$ cat src/rtl/preg_freelist_pkg.sv
// Shared constants, range macros and pointer types for the physical-register free list.
// Pointers carry one extra MSB as a wrap bit, so full and empty can be told apart.
`ifndef PREG_FREELIST_PKG_SV
`define PREG_FREELIST_PKG_SV

`define PREG_RANGE 5:0
`define LREG_RANGE 4:0
`define FREELIST_PTR 5:0

package preg_freelist_pkg;
    localparam int PREG_NUM = 64;
    localparam int ARCH_NUM = 32;
    localparam int DEPTH    = PREG_NUM - ARCH_NUM;
    localparam int PREG_W   = $clog2(PREG_NUM);
    localparam int IDX_W    = $clog2(DEPTH);
    localparam int PTR_W    = IDX_W + 1;

    typedef logic [PREG_W-1:0] preg_t;
    typedef logic [IDX_W-1:0]  idx_t;
    typedef logic [PTR_W-1:0]  ptr_t;

    function automatic idx_t ptr_idx(input ptr_t p);
        return p[IDX_W-1:0];
    endfunction
endpackage

`endif

$ cat src/rtl/preg_freelist_ptr.sv
// Wrap-bit pointer register: increment enable plus a synchronous load that wins over increment.
module preg_freelist_ptr
    import preg_freelist_pkg::*;
#(
    parameter ptr_t RST_VAL = '0
) (
    input  logic clock,
    input  logic reset_n,
    input  logic inc,
    input  logic load,
    input  ptr_t load_val,
    output ptr_t value
);

    always_ff @(posedge clock or negedge reset_n) begin
        if (!reset_n) begin
            value <= RST_VAL;
        end else if (load) begin
            value <= load_val;
        end else if (inc) begin
            value <= value + ptr_t'(1);
        end
    end

endmodule

$ cat src/rtl/preg_freelist.sv
// Physical-register free list: circular buffer of free pregs with a speculative head
// for rename, an architectural head for commit, and a tail where retired old mappings land.
module preg_freelist
    import preg_freelist_pkg::*;
(
    input  logic                   clock,
    input  logic                   reset_n,
    input  logic                   alloc_req,
    output logic                   alloc_valid,
    output logic [`PREG_RANGE]     alloc_prd,
    input  logic                   commit,
    input  logic                   commit_alloc,
    input  logic [`PREG_RANGE]     commit_old_prd,
    input  logic                   flush,
    output logic [$clog2(DEPTH):0] free_count
);

    preg_t mem [DEPTH];

    ptr_t spec_head;
    ptr_t arch_head;
    ptr_t tail;
    ptr_t spec_cnt;
    ptr_t restore_ptr;
    logic do_alloc;
    logic do_free;

    assign spec_cnt    = tail - spec_head;
    assign alloc_valid = (spec_cnt != '0);
    assign alloc_prd   = mem[ptr_idx(spec_head)];
    assign free_count  = spec_cnt;

    assign do_alloc = alloc_req & alloc_valid & ~flush;
    assign do_free  = commit & commit_alloc;

    // Flush restores to the architectural head as it stands after this cycle's commit.
    assign restore_ptr = arch_head + ptr_t'(do_free);

    preg_freelist_ptr #(.RST_VAL('0)) u_spec_head (
        .clock    (clock),
        .reset_n  (reset_n),
        .inc      (do_alloc),
        .load     (flush),
        .load_val (restore_ptr),
        .value    (spec_head)
    );

    preg_freelist_ptr #(.RST_VAL('0)) u_arch_head (
        .clock    (clock),
        .reset_n  (reset_n),
        .inc      (do_free),
        .load     (1'b0),
        .load_val ('0),
        .value    (arch_head)
    );

    preg_freelist_ptr #(.RST_VAL(ptr_t'(DEPTH))) u_tail (
        .clock    (clock),
        .reset_n  (reset_n),
        .inc      (do_free),
        .load     (1'b0),
        .load_val ('0),
        .value    (tail)
    );

    // No bypass: a freed preg is visible at alloc_prd only from the next cycle.
    always_ff @(posedge clock or negedge reset_n) begin
        if (!reset_n) begin
            for (int i = 0; i < DEPTH; i++) begin
                mem[i] <= preg_t'(ARCH_NUM + i);
            end
        end else if (do_free) begin
            mem[ptr_idx(tail)] <= commit_old_prd;
        end
    end

endmodule

$ cat config.mk
export PLATFORM = sky130hd
export DESIGN_NAME = preg_freelist
export DESIGN_NICKNAME = d
export VERILOG_FILES = /design/src/rtl/preg_freelist_pkg.sv /design/src/rtl/preg_freelist_ptr.sv /design/src/rtl/preg_freelist.sv
export SDC_FILE = /design/constraint.sdc
export NUM_CORES = 1
export LEC_CHECK = 0
export CAP_MARGIN = 5
export CORE_AREA = 2 2 205 207
export CTS_BUF_LIST = sky130_fd_sc_hd__clkbuf_4
export DETAILED_ROUTE_END_ITERATION = 16
export DIE_AREA = 0 0 207 209
export HOLD_SLACK_MARGIN = 0.12
export PLACE_DENSITY_LB_ADDON = 0.25
export SLEW_MARGIN = 15
export SYNTH_ARGS = -nofsm -noshare
export SYNTH_HDL_FRONTEND = slang
export SYNTH_SLANG_ARGS = --single-unit
$ cat constraint.sdc
create_clock -name clock -period 7.8 [get_ports clock]
set_input_delay 1.17 -clock clock [delete_from_list [all_inputs] [get_ports clock]]
set_output_delay 1.17 -clock clock [all_outputs]
set_load 0.005 [all_outputs]
Word level (Yosys, flattened, before mapping):

Index checks and enable logic that the tools add are counted.

* output and inout port bits: 13
* input bits: 12
* bits in registers: 210
* word-level logic and storage cells: 60

* bitwise logic cells: 6
* add/subtract/negate cells: 5
* multiplexer cells: 8
* order comparisons: 3
* reductions and logical operators: 3

Operators by type and width (count)
* 192-bit bitwise mux: 1
* 6-bit binary-select mux with 5-bit select: 1
* 6-bit demux with 5-bit select: 1
* 6-bit two-way mux: 5
* 6-bit by 1-bit adder with 6-bit output, second input constant: 3
* 6-bit greater-or-equal comparator, second input constant: 2
* 5-bit inverter with 6-bit output: 2
* 6-bit by 1-bit adder with 6-bit output: 1
* 6-bit by 1-bit < comparator with 1-bit output, second input constant: 1
* 6-bit nonzero test: 1
* 6-bit subtractor: 1
* 1-bit AND: 3
* 2-bit nonzero test: 1
* 1-bit logical AND: 1
* 1-bit inverter: 1

Logic depth before layout (Yosys ltp):

Gate-level depths: netlist (run 1).

* word-level depth: 6
* mapped depth: 10
* depth with buffers taken out: 9

Cells and area by module:

From an unflattened synthesis (run 1), not the netlist that was laid out.

* cell total of the unflattened synthesis: 778
* area, all modules: 10515.1 sq um

By module, submodules not included
* preg_freelist: times used 1, area each 9534.1 sq um, cells each 676
* preg_freelist_ptr (u_arch_head ...): times used 2, area each 326.6 sq um, cells each 34
* preg_freelist_ptr (u_tail): times used 1, area each 327.8 sq um, cells each 34

Worst setup path after synthesis (run 1):

No wires, ideal clock.

* path kind: reg-to-output
* start point: register u_spec_head.value[3]
* end point: output alloc_valid
* buffers on the path: 1
* arrival time: 2.455 ns
* slack: 4.175 ns
* stages on the path, launching flop included: 9
* cells stage by stage: dfrtp_1 > clkinv_1 > buf_1 > ha_1 > o21a_1 > o2111ai_1 > nand3_2 > or2_2 > or3_1

* longest elaborated chain between the ends: 2

RTL lines
* start, declared: line preg_freelist_ptr.sv:12 `output ptr_t value`
* start signal, assigned: line preg_freelist_ptr.sv:19 `value <= load_val;`
* start signal, assigned: line preg_freelist_ptr.sv:21 `value <= value + ptr_t'(1);`
* 6-bit subtractor: line preg_freelist.sv:28 `assign spec_cnt = tail - spec_head;`
* named net free_count[5]: line preg_freelist.sv:15 `output logic [$clog2(DEPTH):0] free_count`
* 6-bit nonzero test: line preg_freelist.sv:29 `assign alloc_valid = (spec_cnt != '0);`
* end, declared: line preg_freelist.sv:9 `output logic alloc_valid,`

The timed path passes the listed nets, and every way through them passes these cells.

Worst setup path after layout (run 1):

* start point: register u_spec_head.value[2]
* end point: output alloc_valid

* longest elaborated chain between the ends: 2

RTL lines (line)
* 6-bit subtractor: preg_freelist.sv:28
* 6-bit nonzero test: preg_freelist.sv:29

No other way between the ends.

==> results by group, run 1 <==
STA
  • Final setup fails: 0
  • Hold Vio Cnt, Final: 0
  • Worst-margin pin slew: 0.915 ns
  • Post-route setup TNS: 0 ns
  • Worst hold margin: 0.451 ns
  • Final Skew: 0.0432 ns
  • Tcrit/Tclk final: 0.654
  • Relative slew slack: 0.390
  • Maximum clock frequency: 196 MHz
  • Unrepaired setup endpoints after global routing: no
  • Crit path time final: 5.10 ns
  • Max Slew Vio Count: 0

Placement
  • Port Buf Inserts: 24
  • RePlAce Congestion: 0.737
  • HPWL after detailed placement: 15500 um

Clock tree
  • CTS Buffer Depth: 3
  • Later-pin clock latency in the skew report: 0.69 ns
  • CTS root buffer: clkbuf_4
  • Setup bufs post-CTS: 0
  • Clock sink count: 210
  • # hold bufs at CTS: 0
  • Clk slew on worst S/H paths: 0.07 ns
  • H-tree depth: 2
  • CTS buffer count: 56
  • Post-cts sizing count: 0
  • CTS tree: done

GRT
  • GR Util All Layers: 0.121
  • Initial antenna violation count: 1
  • Global-route wire length before repair: 40000 um
  • Overflow after GRT: 0
  • Vias in the first global route: 6492
  • Largest net degree at the start of global routing: 156

Logic synthesis
  • Post-Syn Area: 10200 sq um
  • Most common flop cell mapped by yosys: dfstp_2
  • Register area share after synthesis: 0.531
  • Post-synth cell types: 47
  • Post-synth EDFFs: 0
  • Syn avg cell area: 15.0 sq um
  • Mapped Cells: 677
  • Register bit count reported by yosys: 210
  • Synth async-reset ratio: 1.00
  • Yosys warnings: 0
  • Net Count, Synth: 703

Detailed routing
  • TritonRoute pass-1 iters: 4
  • Total number of vias: 5935
  • Vias per cell: 4.51
  • DR WL/cell: 19.3 um
  • Final wirelength: 25400 um
  • DRC Markers: 0
  • DRT antenna net count: 0
  • First DRT Iteration DRCs: 280

Cells and area
  • Register area: 5400 sq um
  • Final net count: 755
  • Leading cell type in the layout, fill and taps excluded: mux2_2
  • Multi-input logic area: 4570 sq um
  • Most frequent cells in the layout: mux2_2, dfstp_2, dfrtp_1
  • Filler cells: 4217
  • Area growth syn-to-layout: 15.5%
  • Share of cells above drive strength 1: 0.616

Floorplan
  • Initial Util: 0.246
  • Chip height: 209 um
  • Num rows: 75
  • Core area: 41300 sq um
  • Die area: 43300 sq um
  • Die W: 207 um
  • I/O Pins: 25

Setup path
  • Crit. End Element: primary output
  • Cells along the critical path: inv_1, ha_1, or2_4, o2111ai_1, nand3_2, or2_2, or3_1, clkdlybuf4s50_1
  • CP max FO: 15
  • Crit Path Class: flip-flop to primary output
  • CP startpoint: u_spec_head.value[2]
  • WP data arrival: 3.93 ns
  • Worst R2R Start: u_spec_head.value[2]
  • Max stage delay on crit path: 0.89 ns
  • Startpoint types: flip-flop
  • Slowest CP cell: dfrtp_1
  • Worst EP required: 6.63 ns

Power and ir drop
  • Pwr Density: 365 nW/um^2
  • P_leak: 4.88 nW
  • Maximum VDD drop: 0.151 mV

Min path
  • Worst hold path type: primary input to async pin

Job
  • Max Cap Viol: 0

Status
  • Status: finished clean
==> path summary, 6_finish.rpt <==
check | endpoint | slack [ns] | cells after the start
max | alloc_valid | 2.70 | 8
max in group asynchronous | mem[147] | 6.10 | 2
max reg2reg | u_spec_head.value[4] | 4.53 | 8
min reg2reg | u_arch_head.value[5] | 0.50 | 1
min | mem[54] | 0.45 | 1
min in group clock | u_arch_head.value[5] | 0.50 | 1
==> synthesized netlist by cell type, types with 3 or more instances <==
cell      number  area share
nor3b_1        3      0.0022
nand3_1        6      0.0030
xnor2_1       10      0.0086
inv_1          8      0.0030
clkbuf_1      33       0.012
mux2_2       193        0.21
buf_2          5      0.0025
and3_1         4      0.0025
dfstp_2      113        0.29
nor2_1        25      0.0092
ha_1          13       0.016
nand2_1       50       0.018
mux4_2        60        0.13
a31oi_1        3      0.0018
dfrtp_1       97        0.24
xor2_1         7      0.0060
nand4_1        4      0.0025
o21ai_0        4      0.0020
==> cells by family (layout without fill, tap and decap cells) <==
| logic type | count (synthesis) | count (layout) | synth area share |
|---|---|---|---|
| adder cells (fa/ha/maj) | 14 | 14 | 0.0180 |
| AND/OR/NAND/NOR | 111 | 111 | 0.0507 |
| other | 0 | 1 | 0 |
| multiplexers | 254 | 254 | 0.348 |
| XOR/XNOR | 18 | 18 | 0.0163 |
| AO/OA/AOI/OAI | 21 | 21 | 0.0171 |
| buffers and inverters | 49 | 148 | 0.0187 |
| flip-flops | 210 | 210 | 0.531 |
==> flip-flops by register name, summed over array words and instances, names as in the netlist <==
name and count:
mem 192, u_tail.value 6, u_spec_head.value 6, u_arch_head.value 6
==> final cells by class <==
type                       instances  area share
sequential                       210       0.460
multi-input combinational        418       0.390
tap                              539      0.0575
clock buffer                      85      0.0544
timing repair buffer              34      0.0283
clock inverter                    20     0.00672
inverter                           9     0.00288
antenna                            1    0.000213
==> per-layer routing <==
| layer | share of wire | GRT usage |
|---|---|---|
| met5 | 0 | 0 |
| met4 | 0.018 | 0.0384 |
| met3 | 0.042 | 0.0286 |
| met2 | 0.49 | 0.199 |
| met1 | 0.45 | 0.158 |
==> power by group <==
| part | total, mW | switching [mW] | internal [mW] |
|---|---|---|---|
| Combinational | 1.53 | 0.678 | 0.847 |
| Sequential | 1.79 | 0.253 | 1.54 |
| Clock | 0.964 | 0.466 | 0.498 |
| Total | 4.28 | 1.40 | 2.88 |
==> critical path: cells and delay by family, from the launching register on <==
kind / cells / cell delay, ns
adders and majority gates: 1 / 0.33
DFF: 1 / 0.89
AOI/OAI and AO/OA: 1 / 0.21
buffers and inverters: 2 / 0.73
and+or+nand+nor: 4 / 1.06
==> through the flow <==
stage,instances,setup slack (ns),power [mW],area (sq um),utilization
4_1_cts,1315,2.49,4.37,11700,0.284
6_report,1316,2.70,4.28,11700,0.284
5_1_grt,1316,2.36,4.59,11700,0.284
3_5_place_dp,1210,3.31,3.36,11000,0.267
2_1_floorplan,677,4.18,2.80,10200,-
3_3_place_gp,1210,3.30,3.34,11000,0.267
No activity file was read; power rests on OpenSTA's default activity.
==> run 2: changes to the inputs <==
Clock period 7.8 ns to 4.5 ns, I/O delays scaled along.
==> results by group, run 2 (synthesis gave the netlist of run 1 again) <==
Placement
  • Port Buf Inserts: 24
  • Dpl cell area: 11100 sq um
  • HPWL after detailed placement: 16500 um
  • RePlAce Congestion: 0.750

Setup path
  • Crit Path Class: flip-flop to primary output
  • Worst EP required: 3.83 ns
  • CP max FO: 15
  • Slowest CP cell: clkdlybuf4s50_1
  • Max stage delay on crit path: 0.45 ns
  • R2R setup slack: 1.48 ns
  • R2R Path End: u_spec_head.value[2]
  • Cells along the critical path: buf_4, inv_1, ha_1, or2_4, o2111ai_1, nand3_2, or2_2, or3_1, clkdlybuf4s50_1
  • Crit. End Element: primary output
  • R2R cell count: 8
  • WP data arrival: 3.46 ns
  • Worst R2R Start: u_spec_head.value[0]
  • Startpoint types: flip-flop

Min path
  • Worst hold path type: flip-flop to flip-flop
  • Worst Hold Path EP: u_arch_head.value[5]
  • Hold Startpoint: u_arch_head.value[5]
  • Worst hold path depth: 1

STA
  • Maximum clock frequency: 242 MHz
  • Worst hold margin: 0.489 ns
  • Max Slew Vio Count: 0
  • Worst-margin pin slew: 0.865 ns
  • Hold Vio Cnt, Final: 0
  • Final setup fails: 0
  • Post-route setup TNS: 0 ns
  • Relative slew slack: 0.423
  • Unrepaired setup endpoints after global routing: no
  • Tcrit/Tclk final: 0.920
  • Final Skew: 0.0305 ns
  • Crit path time final: 4.14 ns

Floorplan
  • Chip height: 209 um
  • Die area: 43300 sq um
  • Die W: 207 um
  • Num rows: 75
  • I/O Pins: 25
  • Core area: 41300 sq um
  • Initial Util: 0.246

Cells and area
  • Finished Core Util: 0.287
  • Multi-input logic area: 4570 sq um
  • Register area: 5400 sq um
  • Max FFs per register: 192
  • Share of cells above drive strength 1: 0.618
  • Leading cell type in the layout, fill and taps excluded: mux2_2
  • Largest reg by FF count: mem
  • Area growth syn-to-layout: 16.5%
  • Final Cell Area: 11800 sq um
  • Final net count: 761
  • Filler cells: 4207
  • Most frequent cells in the layout: mux2_2, dfstp_2, dfrtp_1

Status
  • Status: finished clean

Clock tree
  • CTS Buffer Depth: 3
  • CTS buffer count: 56
  • CTS tree: done
  • Clock sink count: 210
  • Clk slew on worst S/H paths: 0.08 ns
  • H-tree depth: 2
  • Later-pin clock latency in the skew report: 0.70 ns
  • Post-cts sizing count: 0
  • CTS root buffer: clkbuf_4

Detailed routing
  • Total number of vias: 5957
  • Final wirelength: 25400 um
  • DR WL/cell: 19.2 um
  • Vias per cell: 4.51
  • DRT antenna net count: 0
  • DRC Markers: 0
  • TritonRoute pass-1 iters: 4
  • First DRT Iteration DRCs: 321

GRT
  • Vias in the first global route: 6459
  • GR Util All Layers: 0.121
  • Overflow after GRT: 0
  • Global-route wire length before repair: 40300 um
  • Largest net degree at the start of global routing: 98
  • Initial antenna violation count: 1

Power and ir drop
  • P_leak: 4.93 nW
  • Maximum VDD drop: 0.300 mV
  • Pwr Density: 635 nW/um^2

Job
  • Max Cap Viol: 0
## run 2: cell count changes in the layout (fill, tap and decap cells not counted), moves of 2 or more
cell / change
clkinv_2: -2
buf_4: +3
buf_12: +2
clkbuf_4: +3
inv_2: -2
## run 2: repair_timing
item | 4_1_cts | 5_1_grt
hold buffers | 1 | 0
setup buffers | 0 | 0
endpoints found under the hold margin | 43 | 0
endpoints found under the setup margin | 0 | 0
## run 2: stage by stage
step	worst slack [ns]	instances	power [mW]
floorplan	1.37	677	4.86
global placement	1.10	1215	5.80
detailed placement	1.06	1215	5.82
CTS	0.270	1320	7.65
global route	0.117	1321	8.03
finish	0.362	1321	7.52
## run 2: area by class of cell
class | instances | area share
timing repair buffer | 40 | 0.0341
multi-input combinational | 418 | 0.386
tap | 539 | 0.0570
inverter | 9 | 0.00285
clock buffer | 88 | 0.0558
antenna | 1 | 0.000211
clock inverter | 16 | 0.00740
sequential | 210 | 0.456
## run 2: critical path: cells and delay by family (launching register included)
kind	cells	cell delay [ns]
AOI/OAI and AO/OA	1	0.21
adders and majority gates	1	0.28
buffers and inverters	3	0.89
and+or+nand+nor	4	1.07
DFF	1	0.32
## run 2: worst max-delay path by stage
stage | end | depth (start not counted) | startpoint
after detailed placement | alloc_valid | 9 | u_spec_head.value[2]
final | alloc_valid | 9 | u_spec_head.value[2]
after CTS | alloc_valid | 9 | u_spec_head.value[2]
after global placement | alloc_valid | 9 | u_spec_head.value[2]
after global routing | alloc_valid | 7 | u_spec_head.value[0]
after floorplan | alloc_valid | 8 | u_spec_head.value[3]
## run 2: per-layer routing
metal,vias to the layer above,GRT usage,share of wire
li1,2657,-,-
met4,0,0.0397,0.019
met3,38,0.0272,0.041
met5,-,0,0
met2,125,0.192,0.47
met1,3137,0.164,0.47
## run 2: power by group
part	leakage (nW)	total, mW	switching (mW)	internal, mW
logic	2.05	2.60	1.10	1.50
registers	2.44	3.15	0.478	2.67
clock network	0.445	1.77	0.826	0.941
total	4.93	7.52	2.40	5.11
==> run 3: changes to the inputs <==
Settings changed: CORE_AREA 2 2 205 207 to 2 2 209 211, DIE_AREA 0 0 207 209 to 0 0 211 213, SYNTH_HIERARCHICAL from default to 1.
==> results by group, run 3 <==
Logic synthesis
  • Syn avg cell area: 13.5 sq um
  • Post-Syn Area: 10500 sq um
  • Count leader, synth: mux2_2
  • Register bit count reported by yosys: 210
  • Synth top area cells: dfstp_2, dfrtp_1, mux2_2
  • Synth top area share: 0.282
  • Post-synth cell types: 52
  • Post-synth EDFFs: 0
  • Most common flop cell mapped by yosys: dfstp_2
  • Mapped Cells: 778
  • Synth async-reset ratio: 1.00
  • Register area share after synthesis: 0.513
  • Yosys warnings: 6
  • Cell taking the most area after synthesis: dfstp_2
  • Post-synth top cells: mux2_2, dfstp_2, dfrtp_1

GRT
  • GR Util All Layers: 0.125
  • Global-route wire length before repair: 42500 um
  • Overflow after GRT: 0
  • Vias in the first global route: 6834
  • Largest net degree at the start of global routing: 86
  • Initial antenna violation count: 1

Power and ir drop
  • Pwr Density: 481 nW/um^2
  • Maximum VDD drop: 0.204 mV
  • Total power draw: 5.87 mW
  • P_leak: 5.13 nW

Detailed routing
  • TritonRoute pass-1 iters: 4
  • Final wirelength: 27000 um
  • Total number of vias: 6558
  • DRT antenna net count: 0
  • First DRT Iteration DRCs: 305
  • DRC Markers: 0
  • DR WL/cell: 18.6 um
  • Vias per cell: 4.52

Floorplan
  • Core area: 42700 sq um
  • Chip height: 213 um
  • Die W: 211 um
  • Num rows: 76
  • Initial Util: 0.246
  • Die area: 44900 sq um
  • I/O Pins: 25

Clock tree
  • Clk slew on worst S/H paths: 0.06 ns
  • CTS root buffer: clkbuf_4
  • CTS buffer count: 60
  • Clock sink count: 210
  • CTS Buffer Depth: 3
  • CTS tree: done
  • Later-pin clock latency in the skew report: 0.75 ns
  • H-tree depth: 2

Setup path
  • Crit Path Class: flip-flop to primary output
  • Worst R2R Start: u_spec_head/value[0]
  • Worst EP required: 3.83 ns
  • Crit. End Element: primary output
  • WP data arrival: 3.50 ns
  • Startpoint types: flip-flop
  • CP startpoint: u_spec_head/value[0]
  • CP max FO: 22

STA
  • Worst hold margin: 0.486 ns
  • Final Skew: 0.0884 ns
  • Final setup fails: 0
  • Crit path time final: 4.18 ns
  • Post-route setup TNS: 0 ns
  • Max Slew Vio Count: 0
  • Tcrit/Tclk final: 0.928
  • Worst-margin pin slew: 0.950 ns
  • Relative slew slack: 0.365
  • Maximum clock frequency: 239 MHz
  • Unrepaired setup endpoints after global routing: no
  • Hold Vio Cnt, Final: 0

Cells and area
  • Filler cells: 4378
  • Max FFs per register: 192
  • Final net count: 876
  • Largest reg by FF count: mem
  • Area growth syn-to-layout: 16.0%
  • Leading cell type in the layout, fill and taps excluded: mux2_2
  • Final std cells w/o fill: 1451
  • Most frequent cells in the layout: mux2_2, dfstp_2, clkbuf_4
  • Share of cells above drive strength 1: 0.481

Status
  • Status: finished clean

Min path
  • Worst hold path type: flip-flop to flip-flop
  • Hold Startpoint: mem[37]

Placement
  • Port Buf Inserts: 24
  • HPWL after detailed placement: 17300 um
  • RePlAce Congestion: 0.762
  • Placed instance count: 1336

Job
  • Max Cap Viol: 0
## run 3: changes by cell type in the layout (fill, tap and decap cells not counted), sizes merged, moves of 13 or more
cell    change
nand3      +26
conb       +20
mux2i      +51
clkbuf     +13
o21ai      +14
mux4       -36
## run 3: through the flow
step	instance area (sq um)	worst slack, ns	util
2_1_floorplan	10600	1.73	-
3_3_place_gp	11400	0.937	0.266
3_5_place_dp	11400	0.900	0.266
4_1_cts	12200	0.136	0.286
5_1_grt	12200	0.128	0.286
6_report	12200	0.324	0.286
## run 3: area by class of cell
| class | instances | area [sq um] | area share |
|---|---|---|---|
| Sequential cell | 210 | 5400 | 0.443 |
| Multi-Input combinational cell | 530 | 4870 | 0.400 |
| Clock buffer | 101 | 758 | 0.0622 |
| Tap cell | 546 | 683 | 0.0560 |
| Timing Repair Buffer | 41 | 385 | 0.0316 |
| Clock inverter | 12 | 55.1 | 0.00451 |
| Inverter | 10 | 37.5 | 0.00308 |
| Antenna cell | 1 | 2.50 | 0.000205 |
## run 3: repair_timing
item,in CTS,in global routing
hold endpoints to repair,39,0
endpoints found under the setup margin,0,1
resized for setup,0,1
setup buffers,0,0
hold buffers,1,0
## run 3: path summary, 6_finish.rpt
path	cells past startpoint	slack [ns]	end
min in group asynchronous	2	0.56	u_arch_head/value[0]
setup reg to reg	9	1.30	u_spec_head/value[5]
max in group asynchronous	3	2.86	mem[131]
setup / recovery	7	0.32	alloc_valid
hold / removal	1	0.49	mem[37]
hold reg to reg	1	0.49	mem[37]
## run 3: where the power goes
group	switching [mW]	total, mW	internal [mW]
sequential	0.266	2.70	2.44
clock	0.858	1.86	1.01
combinational	0.592	1.30	0.704
## run 3: critical path: stages (launching register included)
cell	delay (ns)
dfrtp_4	0.66
ha_1	0.32
fa_1	0.52
inv_1	0.06
or4_1	0.50
mux2i_1	0.19
nand4_1	0.11
clkdlybuf4s50_1	0.47
## run 3: metal layers
metal / share of wire / up-vias / track usage
met5: 0 / - / 0
met4: 0.018 / 0 / 0.0386
met3: 0.045 / 40 / 0.0290
met2: 0.44 / 145 / 0.183
met1: 0.50 / 3344 / 0.182
li1: - / 3029 / -
## run 3: kinds of logic (layout without fill, tap and decap cells)
logic type                 after synthesis  count (layout)  synth area share
AOI/OAI and AO/OA                       60              60            0.0370
DFF                                    210             210             0.513
and+or+nand+nor                        151             151            0.0789
muxes                                  268             268             0.310
buffers and inverters                   57             164            0.0300
other                                    1              21          0.000357
adders and majority gates               11              11            0.0138
xor gates and xnor gates                20              20            0.0167
